$ cat src/rtl/mdu_iterative_if.sv
// Handshake and result bundle between the pipeline and the multiply/divide unit.
// The master side launches or flushes operations; the slave side returns status and results.
interface mdu_iterative_if #(
  parameter int WIDTH = 32
);
  logic             start;
  logic             cancel;
  logic [1:0]       op;
  logic [WIDTH-1:0] a;
  logic [WIDTH-1:0] b;
  logic             busy;
  logic             done;
  logic             dbz;
  logic [WIDTH-1:0] r1;
  logic [WIDTH-1:0] r2;

  modport master (
    output start, cancel, op, a, b,
    input  busy, done, dbz, r1, r2
  );

  modport slave (
    input  start, cancel, op, a, b,
    output busy, done, dbz, r1, r2
  );
endinterface

$ cat src/rtl/mdu_iterative.sv
// Iterative MULT/MULTU/DIV/DIVU unit: shift-add multiply, restoring divide.
// Define MDU_FAST_MUL_EN to route multiplies through a single-cycle multiplier.
module mdu_iterative #(
  parameter int               WIDTH    = 32,
  parameter logic [WIDTH-1:0] DBZ_QUOT = '1
) (
  input logic            clk,
  input logic            rst_n,
  mdu_iterative_if.slave bus
);

  localparam int CW = (WIDTH > 1) ? $clog2(WIDTH) : 1;
  localparam logic [CW-1:0] LAST = CW'(WIDTH - 1);

  localparam logic [1:0] S_IDLE = 2'd0;
  localparam logic [1:0] S_CALC = 2'd1;
  localparam logic [1:0] S_FIX  = 2'd2;

  logic [1:0]       r_state;
  logic [CW-1:0]    r_cnt;
  logic [WIDTH-1:0] r_hi;
  logic [WIDTH-1:0] r_lo;
  logic [WIDTH-1:0] r_d;
  logic [WIDTH-1:0] r_a;
  logic             r_div;
  logic             r_negq;
  logic             r_negr;
  logic             r_dz;
  logic             r_done;
  logic             r_dbz;
  logic [WIDTH-1:0] r_r1;
  logic [WIDTH-1:0] r_r2;

  logic             w_sa;
  logic             w_sb;
  logic [WIDTH-1:0] w_ma;
  logic [WIDTH-1:0] w_mb;
  logic [WIDTH:0]   w_sum;
  logic [WIDTH:0]   w_madd;
  logic [WIDTH:0]   w_t;
  logic             w_ge;
  logic [WIDTH-1:0] w_diff;
  logic [2*WIDTH-1:0] w_prod;
  logic [2*WIDTH-1:0] w_pfix;
  logic [WIDTH-1:0] w_q;
  logic [WIDTH-1:0] w_r;
  logic             w_fast;

  assign w_sa = ~bus.op[0] & bus.a[WIDTH-1];
  assign w_sb = ~bus.op[0] & bus.b[WIDTH-1];
  assign w_ma = w_sa ? -bus.a : bus.a;
  assign w_mb = w_sb ? -bus.b : bus.b;

  // Multiply step: r_hi:r_lo is the accumulator, r_d the multiplicand
  assign w_sum  = {1'b0, r_hi} + {1'b0, r_d};
  assign w_madd = r_lo[0] ? w_sum : {1'b0, r_hi};

  // Divide step: r_hi is the partial remainder, r_lo dividend/quotient
  assign w_t    = {r_hi, r_lo[WIDTH-1]};
  assign w_ge   = w_t >= {1'b0, r_d};
  assign w_diff = w_t[WIDTH-1:0] - r_d;

`ifdef MDU_FAST_MUL_EN
  assign w_prod = {{WIDTH{1'b0}}, r_d} * {{WIDTH{1'b0}}, r_lo};
  assign w_fast = ~bus.op[1];
`else
  assign w_prod = {r_hi, r_lo};
  assign w_fast = 1'b0;
`endif

  assign w_pfix = r_negq ? -w_prod : w_prod;
  assign w_q    = r_negq ? -r_lo : r_lo;
  assign w_r    = r_negr ? -r_hi : r_hi;

  always_ff @(posedge clk or negedge rst_n) begin
    if (!rst_n) begin
      r_state <= S_IDLE;
      r_cnt   <= '0;
      r_hi    <= '0;
      r_lo    <= '0;
      r_d     <= '0;
      r_a     <= '0;
      r_div   <= 1'b0;
      r_negq  <= 1'b0;
      r_negr  <= 1'b0;
      r_dz    <= 1'b0;
      r_done  <= 1'b0;
      r_dbz   <= 1'b0;
      r_r1    <= '0;
      r_r2    <= '0;
    end else begin
      r_done <= 1'b0;
      r_dbz  <= 1'b0;
      unique case (1'b1)
        (r_state == S_IDLE): begin
          if (bus.start && !bus.cancel) begin
            r_a    <= bus.a;
            r_div  <= bus.op[1];
            r_cnt  <= '0;
            r_hi   <= '0;
            r_negq <= w_sa ^ w_sb;
            r_negr <= w_sa;
            r_state <= w_fast ? S_FIX : S_CALC;
            if (bus.op[1]) begin
              r_d  <= w_mb;
              r_lo <= w_ma;
              r_dz <= (bus.b == '0);
            end else begin
              r_d  <= w_ma;
              r_lo <= w_mb;
              r_dz <= 1'b0;
            end
          end
        end
        (r_state == S_CALC): begin
          if (bus.cancel) begin
            r_state <= S_IDLE;
          end else begin
            if (r_div) begin
              r_hi <= w_ge ? w_diff : w_t[WIDTH-1:0];
              r_lo <= {r_lo[WIDTH-2:0], w_ge};
            end else begin
              {r_hi, r_lo} <= {w_madd, r_lo[WIDTH-1:1]};
            end
            r_cnt <= r_cnt + CW'(1);
            if (r_cnt == LAST) r_state <= S_FIX;
          end
        end
        (r_state == S_FIX): begin
          r_state <= S_IDLE;
          if (!bus.cancel) begin
            r_done <= 1'b1;
            r_dbz  <= r_dz;
            if (!r_div) begin
              {r_r1, r_r2} <= w_pfix;
            end else if (r_dz) begin
              r_r1 <= r_a;
              r_r2 <= DBZ_QUOT;
            end else begin
              r_r1 <= w_r;
              r_r2 <= w_q;
            end
          end
        end
        default: r_state <= S_IDLE;
      endcase
    end
  end

  assign bus.busy = (r_state != S_IDLE);
  assign bus.done = r_done;
  assign bus.dbz  = r_dbz;
  assign bus.r1   = r_r1;
  assign bus.r2   = r_r2;

endmodule

$ cat src/flat_wrapper.sv
// flat-port wrapper written by rule: the top's interface ports become plain ports
module mdu_iterative_flat 
#(
  parameter int               WIDTH    = 32,
  parameter logic [WIDTH-1:0] DBZ_QUOT = '1
)
  (clk, rst_n, bus_start, bus_cancel, bus_op, bus_a, bus_b, bus_busy, bus_done, bus_dbz, bus_r1, bus_r2);
  mdu_iterative_if #(.WIDTH(WIDTH)) bus_i ();
  input logic clk;
  input logic rst_n;
  input wire logic [$bits(bus_i.start)-1:0] bus_start;
  input wire logic [$bits(bus_i.cancel)-1:0] bus_cancel;
  input wire logic [$bits(bus_i.op)-1:0] bus_op;
  input wire logic [$bits(bus_i.a)-1:0] bus_a;
  input wire logic [$bits(bus_i.b)-1:0] bus_b;
  output wire logic [$bits(bus_i.busy)-1:0] bus_busy;
  output wire logic [$bits(bus_i.done)-1:0] bus_done;
  output wire logic [$bits(bus_i.dbz)-1:0] bus_dbz;
  output wire logic [$bits(bus_i.r1)-1:0] bus_r1;
  output wire logic [$bits(bus_i.r2)-1:0] bus_r2;
  assign bus_i.start = bus_start;
  assign bus_i.cancel = bus_cancel;
  assign bus_i.op = bus_op;
  assign bus_i.a = bus_a;
  assign bus_i.b = bus_b;
  assign bus_busy = bus_i.busy;
  assign bus_done = bus_i.done;
  assign bus_dbz = bus_i.dbz;
  assign bus_r1 = bus_i.r1;
  assign bus_r2 = bus_i.r2;
  mdu_iterative #(.WIDTH(WIDTH), .DBZ_QUOT(DBZ_QUOT)) u_core (.clk(clk), .rst_n(rst_n), .bus(bus_i));
endmodule
$ cat config.mk
export PLATFORM = sky130hd
export DESIGN_NAME = mdu_iterative_flat
export DESIGN_NICKNAME = d
export VERILOG_FILES = /design/src/rtl/mdu_iterative_if.sv /design/src/rtl/mdu_iterative.sv /design/src/flat_wrapper.sv
export SDC_FILE = /design/constraint.sdc
export NUM_CORES = 1
export LEC_CHECK = 0
export ABC_AREA = 1
export CAP_MARGIN = 5
export CORE_MARGIN = 2
export CORE_UTILIZATION = 51
export DETAILED_ROUTE_END_ITERATION = 6
export GPL_ROUTABILITY_DRIVEN = 0
export MAX_ROUTING_LAYER = met4
export PLACE_DENSITY = 0.71
export SLEW_MARGIN = 0
export SYNTH_ARGS = -nofsm -noshare
export SYNTH_HDL_FRONTEND = slang
export SYNTH_SLANG_ARGS = --single-unit
$ cat constraint.sdc
create_clock -name clk -period 3 [get_ports clk]
set_clock_uncertainty 0.15 [all_clocks]
set_input_delay 0.3 -clock clk [delete_from_list [all_inputs] [get_ports clk]]
set_output_delay 0.3 -clock clk [all_outputs]
set_load 0.02 [all_outputs]
==> impl_metrics.csv <==
group,metric,value,unit
clocking,clk_latency,0.58,ns
routing,route.detailed.wl_per_inst,21.2,µm
setup_path,worst-endpoint-arrival,3.20,ns
logic_synthesis,synth_area_leaders,"dfrtp_1, nand2_1, inv_1",
global_routing,grt_start_max_net_pins,76,
logic_synthesis,register_area_share_after_synthesis,25.4,%
clocking,cts-buffers-inserted,24,
die,fp.coreArea,38900,µm²
layout,top_library_cells_by_usage_in_the_layout_fill_and_taps_aside,"nand2_1, inv_1, nor2_1",
die,die_h,203,µm
placed_design,placed_cell_area,22500,µm²
logic_synthesis,synth_cells,3421,
layout,synthToLayoutAreaGrowth,15.7,%
timing,final-max-slew-violation-count,0,
timing,finalCriticalPeriod,2.89,ns
layout,stdcell_area,23400,µm²
logic_synthesis,post_synth_top_area_share,25.4,%
timing,rsz_0062_raised_after_global_routing,"no",
layout,post_route_cells_drive_above_1_share,6.65,%
logic_synthesis,synthesis.yosys.warnings,0,
layout,post_layout_nonfiller_instances,4084,
die,rows,72,
logic_synthesis,synthesis.area_per_instance,5.91,µm²
outcome,failed_checks,"design-rule violations",
routing,ratio_of_routed_vias_to_standard_cells,6.04,
min_path,min_path_type,"input port to async pin",
timing,final.hold.worst_slack,0.185,ns
routing,first_pass_iters,7,
setup_path,critical_path_endpoint_category,"register",
setup_path,criticalPathCategory,"register to register",
clocking,root_buffer,"clkbuf_16",
global_routing,grt_pass1_wl,132000,µm
layout,layout_commonest_cell,"nand2_1",
outcome,status,"finished, violations left",
timing,tightest_slew,0.770,ns
flow_run,max_cap_violations,0,
routing,detail_route.iter0.violations,3484,
placed_design,dpl.hpwl,68200,µm
die,floorplan.die_area,41300,µm²
power,p_leak,12.0,nW
power,power_density,879,nW/µm²
global_routing,number_of_antenna_violations_at_the_first_check_in_global_routing,1,
routing,via_count,24700,
clocking,tritoncts_clock_tree,"yes",
placed_design,numPlacedInstances,4038,
logic_synthesis,yosys.cell_types.count,54,
die,die-width,203,µm
power,vdd.ir_drop.worst,0.000520,V
clocking,clock_tree.buffer_depth,3,
die,pin_count,137,
die,initial_core_util,52.0,%
logic_synthesis,syn-cell-area,20200,µm²
logic_synthesis,yosys_most_used_dff,"dfrtp_1",
setup_path,crit_fanout,5,
logic_synthesis,synth.ff_latch_count,205,
clocking,cts_post_setup_buffers_inserted,0,
clocking,tritoncts_num_sinks,205,
timing,fmax,345,MHz
global_routing,grt.overflow.total,0,
setup_path,startpoint_class_of_the_critical_path,"register",
logic_synthesis,synth-async-reset-ratio,100,%
routing,drc,1,
logic_synthesis,synthesis.nets,3563,
clocking,cts.htree.levels,1,
timing,max-slew-margin-rel,48.7,%
timing,report.final.hold_viol_count,0,
logic_synthesis,number_of_flops_mapped_to_enable_cells_by_yosys,0,
timing,tns,0,ns
routing,ant_nets,0,
setup_path,cp.required,3.31,ns
logic_synthesis,synth_top_area_cell,"dfrtp_1",
global_routing,grt.total_usage,42.9,%
timing,setup_viol,0,
clocking,clock_transition_time_at_the_flip_flop_clock_pins_of_the_worst_setup_and_hold_paths,0.07,ns
routing,final_routed_wirelength,86800,µm
placed_design,numPortBuffers,136,
timing,post-route-period-util,96.5,%
global_routing,number_of_global_route_vias_before_repair,22600,
layout,final_nets,3689,
[stage by stage]
step	util (%)	power, mW	setup WS [ns]
finish	60.2	20.6	0.105
global route	60.2	21.9	0.0148
CTS	60.1	20.0	0.111
detailed placement	57.7	16.5	0.0530
global placement	57.7	16.4	0.0364
floorplan	-	12.4	0.489
[per-layer routing]
metal | vias up | share of wire [%] | GRT usage [%]
met5 | - | 0 | -
met4 | 0 | 8.0 | 26.4
met3 | 396 | 14 | 11.3
met2 | 1826 | 41 | 60.6
met1 | 11200 | 37 | 54.7
li1 | 11200 | - | -
[kinds of logic (layout without fill, tap and decap cells)]
| family | Yosys count | count (layout) | share of synthesized area [%] |
|---|---|---|---|
| AOI/OAI and AO/OA | 501 | 501 | 14.1 |
| xor gates and xnor gates | 86 | 86 | 3.72 |
| other | 0 | 1 | 0 |
| and+or+nand+nor | 1970 | 1970 | 41.0 |
| buffers and inverters | 587 | 731 | 11.2 |
| adders and majority gates | 72 | 72 | 4.53 |
| DFF | 205 | 205 | 25.4 |
[where the power goes]
part | switching [mW] | internal (mW)
clock network | 1.36 | 2.09
logic | 8.89 | 4.08
registers | 0.823 | 3.35
total | 11.1 | 9.52
[synth_stat cells, types with 4 or more instances]
cell	number
nand2_2	13
buf_1	12
o21ai_1	32
o221ai_1	12
nor2_2	18
clkbuf_1	80
o21bai_1	9
nor2_4	6
o22a_1	6
a22oi_1	6
a21boi_1	14
and2_1	5
inv_1	426
a31oi_1	6
o22ai_1	7
ha_1	70
nand3b_1	16
nor3_1	29
inv_2	27
a2bb2oi_1	20
or2_2	20
xnor2_1	13
dfrtp_1	205
o211ai_1	30
clkinv_1	9
o21a_1	4
o21ai_0	148
nand2_1	1131
xor2_1	73
nor2_1	353
nand3_1	315
nand4_1	49
a21oi_1	195
buf_2	27
[timing repair]
| action | in CTS | in global routing |
|---|---|---|
| endpoints found under the hold margin | 71 | 0 |
| setup endpoints to repair | 0 | 7 |
| gates resized for setup | 0 | 3 |
| hold buffers | 1 | 0 |
[layout make-up]
class	instances	area, µm²
tap	518	648
inverter	462	1730
sequential	205	5140
fill	3811	15500
clock buffer	34	708
multi-input combinational	2629	12800
timing repair buffer	225	2120
antenna	1	2.50
clock inverter	10	213
[final timing paths]
| kind | end | depth (start not counted) | slack, ns | start |
|---|---|---|---|---|
| max | u_core.r_hi[30] | 14 | 0.11 | u_core.r_d[17] |
| min | u_core.r_d[25] | 2 | 0.19 | rst_n |
| max reg2reg | u_core.r_hi[30] | 14 | 0.11 | u_core.r_d[17] |
| min reg2reg | u_core.bus.r1[23] | 2 | 0.33 | u_core.bus.r1[23] |
| max in group asynchronous | u_core.r_d[16] | 3 | 1.59 | rst_n |
| min in group clk | u_core.r_a[27] | 3 | 0.27 | bus_a[27] |
[flip-flops by register name, summed over array words and instances (netlist names), 2 cells and up]
name	flops
u_core.bus.r1	32
u_core.bus.r2	32
u_core.r_a	32
u_core.r_cnt	5
u_core.r_d	32
u_core.r_hi	32
u_core.r_lo	32
u_core.r_state	2
[worst max-delay path: stages (launching register included)]
cell and delay, ns:
dfrtp_1 0.47, inv_1 0.17, ha_1 0.41, nand2_2 0.11, nor2_1 0.15, inv_1 0.10, nor3_1 0.44, and2_1 0.21
nand2_1 0.07, nand2_1 0.08, nand2_1 0.05, nand3_1 0.15, nand2_1 0.08, nand3_1 0.08, nand2_1 0.05
Power figures use the tool's default switching activity.
